[config.mk]
export PLATFORM = sky130hd
export DESIGN_NAME = la_route_pipe
export DESIGN_NICKNAME = d
export VERILOG_FILES = /design/src/rtl/la_route_pipe.sv
export SDC_FILE = /design/constraint.sdc
export NUM_CORES = 1
export LEC_CHECK = 0
export ABC_AREA = 1
export ABC_CLOCK_PERIOD_IN_PS = 5800
export CAP_MARGIN = 20
export CELL_PAD_IN_SITES_DETAIL_PLACEMENT = 1
export CELL_PAD_IN_SITES_GLOBAL_PLACEMENT = 2
export CORE_MARGIN = 2
export CORE_UTILIZATION = 34
export CTS_CLUSTER_SIZE = 12
export DETAILED_ROUTE_END_ITERATION = 10
export GPL_TIMING_DRIVEN = 0
export PLACE_DENSITY_LB_ADDON = 0.1
export SLEW_MARGIN = 20
export SYNTH_ARGS = -nofsm -noshare
export SYNTH_HDL_FRONTEND = slang
export SYNTH_SLANG_ARGS = --single-unit
[constraint.sdc]
create_clock -name clk -period 5.8 [get_ports clk]
set_input_delay 1.16 -clock clk [delete_from_list [all_inputs] [get_ports clk]]
set_output_delay 1.16 -clock clk [all_outputs]
set_load 0.005 [all_outputs]
[src/rtl/la_route_pipe.sv]
// Two-stage lookahead route computation for the bufferless mesh router.
// Stage 1 resolves the next-hop coordinate and error flags; stage 2 forms the neighbour's preferred-port vector.
module la_route_pipe #(
    parameter int NUM_CH   = 4,
    parameter int NUM_PORT = 5,
    parameter int COORD_W  = 3,
    parameter int MESH_X   = 8,
    parameter int MESH_Y   = 8,
    parameter int CUR_X    = 0,
    parameter int CUR_Y    = 0,
    parameter int DST_W    = 2 * COORD_W
) (
    input  logic                       clk,
    input  logic                       rst_n,
    input  logic [1:0]                 mode_i,
    input  logic                       hold_i,
    input  logic [NUM_CH-1:0]          in_valid,
    input  logic [NUM_CH*DST_W-1:0]    in_dst,
    input  logic [NUM_CH*2-1:0]        in_outdir,
    output logic [NUM_CH-1:0]          out_valid,
    output logic [NUM_CH*NUM_PORT-1:0] out_ppv,
    output logic [NUM_CH*DST_W-1:0]    out_dst,
    output logic [NUM_CH-1:0]          out_err,
    output logic [7:0]                 err_cnt
);

    // One spare bit so a step off either mesh edge lands at or above the mesh size.
    localparam int NW = COORD_W + 1;
    localparam logic [NW-1:0] CX = NW'(CUR_X);
    localparam logic [NW-1:0] CY = NW'(CUR_Y);
    localparam logic [NW-1:0] MX = NW'(MESH_X);
    localparam logic [NW-1:0] MY = NW'(MESH_Y);

    localparam logic [1:0] DIR_N   = 2'd0;
    localparam logic [1:0] DIR_E   = 2'd1;
    localparam logic [1:0] DIR_S   = 2'd2;
    localparam logic [1:0] MODE_YX = 2'd1;
    localparam logic [1:0] MODE_AD = 2'd2;

    function automatic logic [NUM_PORT-1:0] route_ppv(
        input logic [1:0]    mode,
        input logic [NW-1:0] dx, dy, nx, ny
    );
        logic gx, lx, gy, ly;
        logic [NUM_PORT-1:0] p;
        gx = dx > nx;
        lx = dx < nx;
        gy = dy > ny;
        ly = dy < ny;
        p  = '0;
        case (mode)
            MODE_YX: begin
                p[0] = gy;
                p[2] = ly;
                p[1] = gx && !gy && !ly;
                p[3] = lx && !gy && !ly;
            end
            MODE_AD: begin
                p[0] = gy;
                p[1] = gx;
                p[2] = ly;
                p[3] = lx;
            end
            default: begin
                p[1] = gx;
                p[3] = lx;
                p[0] = gy && !gx && !lx;
                p[2] = ly && !gx && !lx;
            end
        endcase
        p[4] = (dx == nx) && (dy == ny);
        return p;
    endfunction

    function automatic int unsigned err_pop(input logic [NUM_CH-1:0] v);
        int unsigned n;
        n = 0;
        for (int i = 0; i < NUM_CH; i++) n += 32'(v[i]);
        return n;
    endfunction

    function automatic logic [7:0] sat_add(input logic [7:0] acc, input int unsigned inc);
        int unsigned sum;
        sum = 32'(acc) + inc;
        return (sum > 32'd255) ? 8'd255 : sum[7:0];
    endfunction

    logic             vld_p1  [NUM_CH];
    logic [DST_W-1:0] dst_p1  [NUM_CH];
    logic [1:0]       mode_p1 [NUM_CH];
    logic [NW-1:0]    nx_p1   [NUM_CH];
    logic [NW-1:0]    ny_p1   [NUM_CH];
    logic             off_p1  [NUM_CH];
    logic             rng_p1  [NUM_CH];

    logic [NW-1:0]    nx_d    [NUM_CH];
    logic [NW-1:0]    ny_d    [NUM_CH];
    logic             off_d   [NUM_CH];
    logic             rng_d   [NUM_CH];

    logic [NUM_CH-1:0]          vld_p2, vld_d, err_p2, err_d;
    logic [NUM_CH*NUM_PORT-1:0] ppv_p2, ppv_d;
    logic [NUM_CH*DST_W-1:0]    dst_p2, dst_d;
    logic [7:0]                 cnt_p2;

    // Stage 0 -> 1: neighbour coordinate and error flags
    always_comb begin
        for (int c = 0; c < NUM_CH; c++) begin
            nx_d[c] = CX;
            ny_d[c] = CY;
            case (in_outdir[c*2 +: 2])
                DIR_N:   ny_d[c] = CY + NW'(1);
                DIR_E:   nx_d[c] = CX + NW'(1);
                DIR_S:   ny_d[c] = CY - NW'(1);
                default: nx_d[c] = CX - NW'(1);
            endcase
            off_d[c] = (nx_d[c] >= MX) || (ny_d[c] >= MY);
            rng_d[c] = ({1'b0, in_dst[c*DST_W +: COORD_W]} >= MX) ||
                       ({1'b0, in_dst[c*DST_W+COORD_W +: COORD_W]} >= MY);
        end
    end

    always_ff @(posedge clk or negedge rst_n) begin
        if (!rst_n) begin
            for (int c = 0; c < NUM_CH; c++) vld_p1[c] <= 1'b0;
        end else if (!hold_i) begin
            for (int c = 0; c < NUM_CH; c++) vld_p1[c] <= in_valid[c];
        end
    end

    always_ff @(posedge clk) begin
        if (!hold_i) begin
            for (int c = 0; c < NUM_CH; c++) begin
                dst_p1[c]  <= in_dst[c*DST_W +: DST_W];
                mode_p1[c] <= mode_i;
                nx_p1[c]   <= nx_d[c];
                ny_p1[c]   <= ny_d[c];
                off_p1[c]  <= off_d[c];
                rng_p1[c]  <= rng_d[c];
            end
        end
    end

    // Stage 1 -> 2: preferred-port vector at the neighbour
    always_comb begin
        vld_d = '0;
        err_d = '0;
        ppv_d = '0;
        dst_d = '0;
        for (int c = 0; c < NUM_CH; c++) begin
            vld_d[c] = vld_p1[c];
            err_d[c] = vld_p1[c] && (off_p1[c] || rng_p1[c]);
            dst_d[c*DST_W +: DST_W] = dst_p1[c];
            if (vld_p1[c] && !err_d[c])
                ppv_d[c*NUM_PORT +: NUM_PORT] = route_ppv(mode_p1[c],
                    {1'b0, dst_p1[c][COORD_W-1:0]},
                    {1'b0, dst_p1[c][2*COORD_W-1:COORD_W]},
                    nx_p1[c], ny_p1[c]);
        end
    end

    always_ff @(posedge clk or negedge rst_n) begin
        if (!rst_n) begin
            vld_p2 <= '0;
            err_p2 <= '0;
            ppv_p2 <= '0;
            dst_p2 <= '0;
            cnt_p2 <= '0;
        end else if (!hold_i) begin
            vld_p2 <= vld_d;
            err_p2 <= err_d;
            ppv_p2 <= ppv_d;
            dst_p2 <= dst_d;
            cnt_p2 <= sat_add(cnt_p2, err_pop(err_d));
        end
    end

    assign out_valid = vld_p2;
    assign out_err   = err_p2;
    assign out_ppv   = ppv_p2;
    assign out_dst   = dst_p2;
    assign err_cnt   = cnt_p2;

endmodule

==> impl_metrics.prom, run 1 <==
# TYPE chip_impl_metric gauge
chip_impl_info{name="status",value="completed"} 1
chip_impl_metric{name="gr-usage-all-layers",unit=""} 0.170
chip_impl_metric{name="number_of_hold_repair_buffers_added_at_the_cts_stage",unit=""} 0
chip_impl_metric{name="fin_nets",unit=""} 696
chip_impl_metric{name="fmax",unit="MHz"} 381
chip_impl_metric{name="timing.critical_path.fanout_max",unit=""} 55
chip_impl_metric{name="route.antenna.remaining_nets",unit=""} 0
chip_impl_metric{name="global_route.overflow_total",unit=""} 0
chip_impl_metric{name="die_width",unit="um"} 124
chip_impl_metric{name="total_nets_after_synthesis",unit=""} 584
chip_impl_metric{name="post_synth_inst_count",unit=""} 521
chip_impl_metric{name="final_critical_path_setup_slack",unit="ps"} 3180
chip_impl_info{name="critPathKind",value="in -> reg"} 1
chip_impl_info{name="synth_top_family_by_area",value="simple AND/OR/NAND/NOR gates"} 1
chip_impl_metric{name="ctsHtreeMaxLevel",unit=""} 3
chip_impl_metric{name="clk_transition_reported_paths",unit="ps"} 70
chip_impl_metric{name="worst_slew_pin_slew",unit="ps"} 732
chip_impl_metric{name="starting_density_of_the_core",unit=""} 0.343
chip_impl_info{name="cp-start-kind",value="input port"} 1
chip_impl_metric{name="basic_gate_share_of_the_synthesized_area_counting_and_or_nand_and_nor_cells",unit=""} 0.213
chip_impl_info{name="rsz_0062_raised_after_global_routing",value="false"} 1
chip_impl_info{name="min_path_type",value="reg -> reg"} 1
chip_impl_metric{name="netlist_area",unit="mm^2"} 0.00493
chip_impl_metric{name="synth_cell_type_count",unit=""} 26
chip_impl_metric{name="mux_cell_area_share_after_synthesis",unit=""} 0
chip_impl_metric{name="dp.final_hpwl",unit="um"} 9280
chip_impl_info{name="grt-busiest-layer",value="met2"} 1
chip_impl_metric{name="grt_start_max_net_pins",unit=""} 56
chip_impl_metric{name="preCtsSetupSlack",unit="ps"} 2770
chip_impl_metric{name="wl",unit="um"} 12600
chip_impl_metric{name="totalNegativeSetupSlack",unit="ps"} 0
chip_impl_metric{name="ys_seq_elements",unit=""} 110
chip_impl_metric{name="drive_above_1_share",unit=""} 0.0564
chip_impl_metric{name="num_vias",unit=""} 3746
chip_impl_metric{name="grt_antenna_before_repair",unit=""} 0
chip_impl_metric{name="vdd.ir_drop.worst",unit="mV"} 0.134
chip_impl_metric{name="number_of_warning_messages_in_the_yosys_log",unit=""} 0
chip_impl_metric{name="io-pin-count",unit=""} 101
chip_impl_metric{name="setup-violations-final",unit=""} 0
chip_impl_metric{name="firstDrtPassIters",unit=""} 4
chip_impl_metric{name="io_buffers",unit=""} 100
chip_impl_metric{name="design.core.area",unit="mm^2"} 0.0144
chip_impl_metric{name="rows",unit=""} 44
chip_impl_metric{name="timing.slew.headroom",unit=""} 0.512
chip_impl_metric{name="grt_first_pass_wirelength",unit="um"} 20600
chip_impl_metric{name="timing_hold_violations_final",unit=""} 0
chip_impl_metric{name="power.density_cell_area",unit="mW/mm^2"} 320
chip_impl_metric{name="cts_post_setup_buffers_inserted",unit=""} 0
chip_impl_metric{name="dieArea",unit="mm^2"} 0.0155
chip_impl_metric{name="grt_pass1_vias",unit=""} 4028
chip_impl_metric{name="drt_iter0_drc",unit=""} 148
chip_impl_metric{name="clock_path_buffers",unit=""} 2
chip_impl_metric{name="chipHeight",unit="um"} 124
chip_impl_metric{name="avgSynthCellArea",unit="um^2"} 9.46
chip_impl_metric{name="timing.clock.skew",unit="ps"} 7.94
chip_impl_metric{name="ctsResizeCount",unit=""} 0
chip_impl_metric{name="fraction_of_the_mapped_netlist_area_in_compound_gates",unit=""} 0.0457
chip_impl_metric{name="p_leak",unit="uW"} 0.00315
chip_impl_metric{name="maxSlewViolCount",unit=""} 0
chip_impl_metric{name="final_period_minus_worst_setup_slack",unit="ps"} 2620
chip_impl_metric{name="groute.layer.met2.usage",unit=""} 0.291
chip_impl_metric{name="synth_xor_xnor_area_share",unit=""} 0.00178
chip_impl_metric{name="n_diodes",unit=""} 0
chip_impl_metric{name="wl_per_cell",unit="um"} 15.3
chip_impl_metric{name="clock_latency",unit="ps"} 350
chip_impl_metric{name="cp.arrival",unit="ps"} 2600
chip_impl_metric{name="via_density",unit=""} 4.56
chip_impl_info{name="tritoncts",value="yes"} 1
chip_impl_metric{name="period_share",unit=""} 0.452
chip_impl_metric{name="max_cap_violations",unit=""} 0
chip_impl_metric{name="drcViolationCount",unit=""} 0
chip_impl_metric{name="globalRouteMet1Util",unit=""} 0.213
chip_impl_metric{name="synth_adder_area_share",unit=""} 0.0604
chip_impl_metric{name="place.gp.congestion",unit=""} 0.770
chip_impl_metric{name="cts_buffers",unit=""} 9
chip_impl_metric{name="area.growth.synth_to_final",unit="%"} 32.9
chip_impl_metric{name="grt_util_met3",unit=""} 0.0447
chip_impl_info{name="cts_root_buffer",value="sky130_fd_sc_hd__clkbuf_16"} 1
chip_impl_metric{name="cts_num_sinks",unit=""} 110
chip_impl_metric{name="fillCellCount",unit=""} 1659
chip_impl_metric{name="synth.yosys.seq_area_share",unit=""} 0.605
chip_impl_info{name="worstSetupEndpointType",value="flip-flop"} 1
chip_impl_metric{name="cp.required",unit="ps"} 5780
## layout by cell type (no fill, tap or decap), types with 4 or more instances in the layout
master,count
sky130_fd_sc_hd__edfxtp_1,46
sky130_fd_sc_hd__clkbuf_1,9
sky130_fd_sc_hd__nor2_1,40
sky130_fd_sc_hd__o31ai_1,4
sky130_fd_sc_hd__nand3_1,16
sky130_fd_sc_hd__dfrtp_1,64
sky130_fd_sc_hd__clkdlybuf4s50_1,99
sky130_fd_sc_hd__a21oi_1,7
sky130_fd_sc_hd__o21ai_0,28
sky130_fd_sc_hd__ha_1,19
sky130_fd_sc_hd__o21ai_1,4
sky130_fd_sc_hd__buf_2,7
sky130_fd_sc_hd__clkbuf_16,9
sky130_fd_sc_hd__nand2_1,184
sky130_fd_sc_hd__bufinv_16,4
sky130_fd_sc_hd__inv_1,72
## critical path, stage by stage
cell	delay, ps
sky130_fd_sc_hd__clkdlybuf4s50_1	520
sky130_fd_sc_hd__inv_2	110
sky130_fd_sc_hd__buf_6	170
sky130_fd_sc_hd__buf_4	620
## cell families after synthesis
group | Yosys count
AO/OA/AOI/OAI | 43
XOR/XNOR | 1
AND/OR/NAND/NOR | 253
adder cells (fa/ha/maj) | 22
flip-flops | 110
buffers and inverters | 92
## metrics by stage
stage	total power, uW	std cells	hold slack, ps	utilization	cell area, um^2
6_report	2090	822	481	0.456	6550
5_1_grt	2210	822	504	0.456	6550
4_1_cts	2130	822	485	0.456	6550
3_5_place_dp	1360	806	466	0.430	6180
3_3_place_gp	1340	805	465	0.429	6160
2_1_floorplan	1140	521	451	-	4930
## final cells by class
cell class              count  area [um^2]  share of cell area
plain buffers              19         95.1              0.0145
clock buffers              10          239              0.0365
clock inverters             6          133              0.0202
inverters                  73          274              0.0418
multi-input cells         319         1580               0.241
flip-flops and latches    110         2980               0.455
well taps                 184          230              0.0351
repair buffers            101         1020               0.155
## power by group
part / switching [uW] / total [uW] / internal [uW]
clock network: 281 / 758 / 477
registers: 60.0 / 957 / 897
logic: 187 / 379 / 192
total: 528 / 2090 / 1570
## final timing paths
path / start / endpoint / slack (ps) / cells past startpoint
setup / recovery: hold_i / dst_p1[2][0]$_DFFE_PN_ / 3180 / 4
hold / removal: out_dst[7]$_DFFE_PN0N_ / out_dst[7]$_DFFE_PN0N_ / 480 / 2
setup reg to reg: vld_d[2]$_DFFE_PN0N_ / err_cnt[6]$_DFFE_PN0N_ / 3240 / 12
hold reg to reg: out_dst[7]$_DFFE_PN0N_ / out_dst[7]$_DFFE_PN0N_ / 480 / 2
max in group asynchronous: rst_n / out_dst[9]$_DFFE_PN0N_ / 4510 / 2
min in group asynchronous: rst_n / err_cnt[6]$_DFFE_PN0N_ / 750 / 1
## flip-flops by register name (all words and copies together) (netlist names)
signal     count
err_cnt        8
out_dst       24
nx_p1          8
out_ppv       20
vld_d          4
dst_p1        24
out_err        4
ny_p1          8
out_valid      4
mode_p1        2
off_p1         4
## metal layers
metal  share of wire  vias up  wire length [um]
met5               0        -                 0
met1            0.45     1815              5720
met2            0.50       68              6260
li1                -     1852                 -
met3           0.037       11               470
met4           0.013        0               158
## synthesized netlist by cell type, drive strengths merged
cell,n,area (um^2)
a21oi,7,35.0
buf,10,58.8
clkbuf,9,33.8
dfrtp,64,1600
edfxtp,46,1380
fa,3,60.1
ha,19,238
inv,73,274
nand2,185,697
nand3,16,80.1
nand3b,4,67.6
nand4,2,12.5
nor2,42,163
nor3,1,10.0
o21ai,32,160
o31ai,4,30.0
or2,3,18.8
xor2,1,8.76
(Power assumes the default switching activity.)
==> run 2: changes to the inputs <==
--- a/config.mk
+++ b/config.mk
@@ -6,12 +6,12 @@
 export NUM_CORES = 1
 export LEC_CHECK = 0
 export ABC_AREA = 1
-export ABC_CLOCK_PERIOD_IN_PS = 5800
+export ABC_CLOCK_PERIOD_IN_PS = 2500
 export CAP_MARGIN = 20
 export CELL_PAD_IN_SITES_DETAIL_PLACEMENT = 1
 export CELL_PAD_IN_SITES_GLOBAL_PLACEMENT = 2
 export CORE_MARGIN = 2
-export CORE_UTILIZATION = 34
+export CORE_UTILIZATION = 31
 export CTS_CLUSTER_SIZE = 12
 export DETAILED_ROUTE_END_ITERATION = 10
 export GPL_TIMING_DRIVEN = 0
==> constraint.sdc (replaced) <==
create_clock -name clk -period 2.5 [get_ports clk]
set_input_delay 0.5 -clock clk [delete_from_list [all_inputs] [get_ports clk]]
set_output_delay 0.5 -clock clk [all_outputs]
set_load 0.005 [all_outputs]
==> impl_metrics.prom, run 2 (synthesis gave the netlist of run 1 again) <==
# TYPE chip_impl_metric gauge
chip_impl_metric{name="timing_hold_violations_final",unit=""} 0
chip_impl_info{name="min_path_type",value="in -> async"} 1
chip_impl_metric{name="worst_slew_pin_slew",unit="ps"} 696
chip_impl_metric{name="vdd.ir_drop.worst",unit="mV"} 0.401
chip_impl_metric{name="layout.cells.non_filler",unit=""} 871
chip_impl_info{name="worstSetupEndpointType",value="flip-flop"} 1
chip_impl_metric{name="fin_nets",unit=""} 713
chip_impl_metric{name="io-pin-count",unit=""} 101
chip_impl_metric{name="cp.required",unit="ps"} 2790
chip_impl_metric{name="power.density_cell_area",unit="mW/mm^2"} 709
chip_impl_metric{name="design.core.area",unit="mm^2"} 0.0157
chip_impl_info{name="mostFrequentLayoutCells",value="sky130_fd_sc_hd__nand2_1 (183), sky130_fd_sc_hd__clkdlybuf4s50_1 (99), sky130_fd_sc_hd__inv_1 (71), sky130_fd_sc_hd__dfrtp_1 (64), sky130_fd_sc_hd__edfxtp_1 (46)"} 1
chip_impl_metric{name="gr-usage-all-layers",unit=""} 0.168
chip_impl_metric{name="period_share",unit=""} 0.962
chip_impl_metric{name="drive_above_1_share",unit=""} 0.0916
chip_impl_metric{name="fillCellCount",unit=""} 1781
chip_impl_metric{name="sequential_area",unit="mm^2"} 0.00298
chip_impl_metric{name="chipHeight",unit="um"} 130
chip_impl_metric{name="num_vias",unit=""} 3853
chip_impl_metric{name="clk_transition_reported_paths",unit="ps"} 70
chip_impl_metric{name="rows",unit=""} 46
chip_impl_metric{name="die_width",unit="um"} 130
chip_impl_metric{name="dieArea",unit="mm^2"} 0.0169
chip_impl_metric{name="final_period_minus_worst_setup_slack",unit="ps"} 2410
chip_impl_metric{name="cp.arrival",unit="ps"} 2700
chip_impl_metric{name="wl_per_cell",unit="um"} 15.4
chip_impl_metric{name="grt_first_pass_wirelength",unit="um"} 21300
chip_impl_metric{name="grt_antenna_before_repair",unit=""} 0
chip_impl_info{name="status",value="completed"} 1
chip_impl_metric{name="max_cap_violations",unit=""} 0
chip_impl_metric{name="via_density",unit=""} 4.42
chip_impl_metric{name="n_diodes",unit=""} 0
chip_impl_metric{name="route.antenna.remaining_nets",unit=""} 0
chip_impl_info{name="final_common_cell",value="sky130_fd_sc_hd__nand2_1"} 1
chip_impl_metric{name="ctsHtreeMaxLevel",unit=""} 3
chip_impl_metric{name="wl",unit="um"} 13400
chip_impl_metric{name="combined_area_of_the_multi_input_logic_cells",unit="mm^2"} 0.00161
chip_impl_metric{name="dp.final_hpwl",unit="um"} 9690
chip_impl_metric{name="place.gp.congestion",unit=""} 0.787
chip_impl_metric{name="maxSlewViolCount",unit=""} 0
chip_impl_metric{name="global_route.overflow_total",unit=""} 0
chip_impl_info{name="tritoncts",value="yes"} 1
chip_impl_metric{name="worst_case_hold_slack",unit="ps"} 82.2
chip_impl_metric{name="placed_cells_incl_taps",unit=""} 838
chip_impl_metric{name="cts_num_sinks",unit=""} 110
chip_impl_info{name="cp-start-kind",value="flip-flop"} 1
chip_impl_metric{name="drcViolationCount",unit=""} 0
chip_impl_metric{name="fmax",unit="MHz"} 416
chip_impl_metric{name="starting_density_of_the_core",unit=""} 0.314
chip_impl_metric{name="firstDrtPassIters",unit=""} 4
chip_impl_metric{name="setup-violations-final",unit=""} 0
chip_impl_metric{name="timing.clock.skew",unit="ps"} 8.89
chip_impl_metric{name="p_leak",unit="uW"} 0.00321
chip_impl_metric{name="grt_start_max_net_pins",unit=""} 56
chip_impl_metric{name="timing.slew.headroom",unit=""} 0.536
chip_impl_info{name="critPathKind",value="reg -> reg"} 1
chip_impl_metric{name="clock_path_buffers",unit=""} 2
chip_impl_metric{name="drt_iter0_drc",unit=""} 128
chip_impl_info{name="cts_root_buffer",value="sky130_fd_sc_hd__clkbuf_16"} 1
chip_impl_metric{name="grt_pass1_vias",unit=""} 4153
chip_impl_metric{name="timing.critical_path.fanout_max",unit=""} 3
chip_impl_metric{name="cts_buffers",unit=""} 9
chip_impl_metric{name="area.growth.synth_to_final",unit="%"} 35.9
chip_impl_metric{name="io_buffers",unit=""} 100
chip_impl_metric{name="clock_latency",unit="ps"} 360
chip_impl_metric{name="number_of_hold_repair_buffers_added_at_the_cts_stage",unit=""} 0
==> run 2: cell types whose count changed in the layout (fill, tap and decap cells not counted), moves of 2 or more <==
cell and delta:
sky130_fd_sc_hd__buf_4 +17, sky130_fd_sc_hd__fa_2 +2, sky130_fd_sc_hd__bufinv_16 -2, sky130_fd_sc_hd__fa_1 -2, sky130_fd_sc_hd__inv_6 +2
==> run 2: area by class of cell <==
cell class                 instances  area share
sequential                       110       0.445
multi-input combinational        319       0.240
timing repair buffer             118       0.171
inverter                          73      0.0409
tap                              216      0.0403
clock buffer                      10      0.0342
buffer                            19      0.0142
clock inverter                     6      0.0140
==> run 2: worst max-delay path, stage by stage (launching register included) <==
cell,delay (ps)
sky130_fd_sc_hd__edfxtp_1,400
sky130_fd_sc_hd__nand2_1,120
sky130_fd_sc_hd__inv_1,60
sky130_fd_sc_hd__fa_1,510
sky130_fd_sc_hd__inv_1,50
sky130_fd_sc_hd__fa_2,330
sky130_fd_sc_hd__inv_2,80
sky130_fd_sc_hd__fa_2,240
sky130_fd_sc_hd__nand2_4,70
sky130_fd_sc_hd__nor2_4,110
sky130_fd_sc_hd__nand3_2,90
sky130_fd_sc_hd__or2_1,210
sky130_fd_sc_hd__nand3_1,60
==> run 2: path summary, 6_finish.rpt <==
kind                                    startpoint                       to  slack [ps]  depth (start not counted)
setup / recovery               off_p1[2]$_DFFE_PN_   err_cnt[6]$_DFFE_PN0N_          90                         12
hold / removal                               rst_n  out_dst[16]$_DFFE_PN0N_          80                          1
setup reg to reg               off_p1[2]$_DFFE_PN_   err_cnt[6]$_DFFE_PN0N_          90                         12
hold reg to reg            out_dst[23]$_DFFE_PN0N_  out_dst[23]$_DFFE_PN0N_         480                          2
max in group asynchronous                    rst_n   out_ppv[1]$_DFFE_PN0N_        1870                          2
min in group clk           out_dst[23]$_DFFE_PN0N_  out_dst[23]$_DFFE_PN0N_         480                          2
==> run 2: timing repair <==
action | 4_1_cts | 5_1_grt
setup endpoints to repair | 2 | 3
pin swaps | 3 | 4
buffers inserted | 16 | 2
cloned | 0 | 0
resized for setup | 4 | 6
==> run 2: power breakdown <==
group / internal [uW] / total [uW] / leakage (uW) / switching, uW
combinational: 480 / 950 / 0.00179 / 470
clock: 888 / 1570 / 0.000154 / 680
sequential: 2080 / 2230 / 0.00127 / 151
==> run 2: layer usage <==
layer  global-route usage  wire [um]
met1                0.203       5870
met2                0.289       6710
met3               0.0549        671
met4               0.0500        167
met5                    0          0
==> run 2: metrics by stage <==
step           TNS, ps  power [uW]  instance area [um^2]  setup slack, ps  utilization
6_report             0        4750                  6700             94.7        0.426
5_1_grt          -7.05        5030                  6700            -7.05        0.426
4_1_cts              0        4810                  6670             3.65        0.425
3_5_place_dp     -63.7        3170                  6220            -63.7        0.396
3_3_place_gp   -118950        3130                  6200            -1660        0.395
2_1_floorplan        0        2650                  4930              254            -
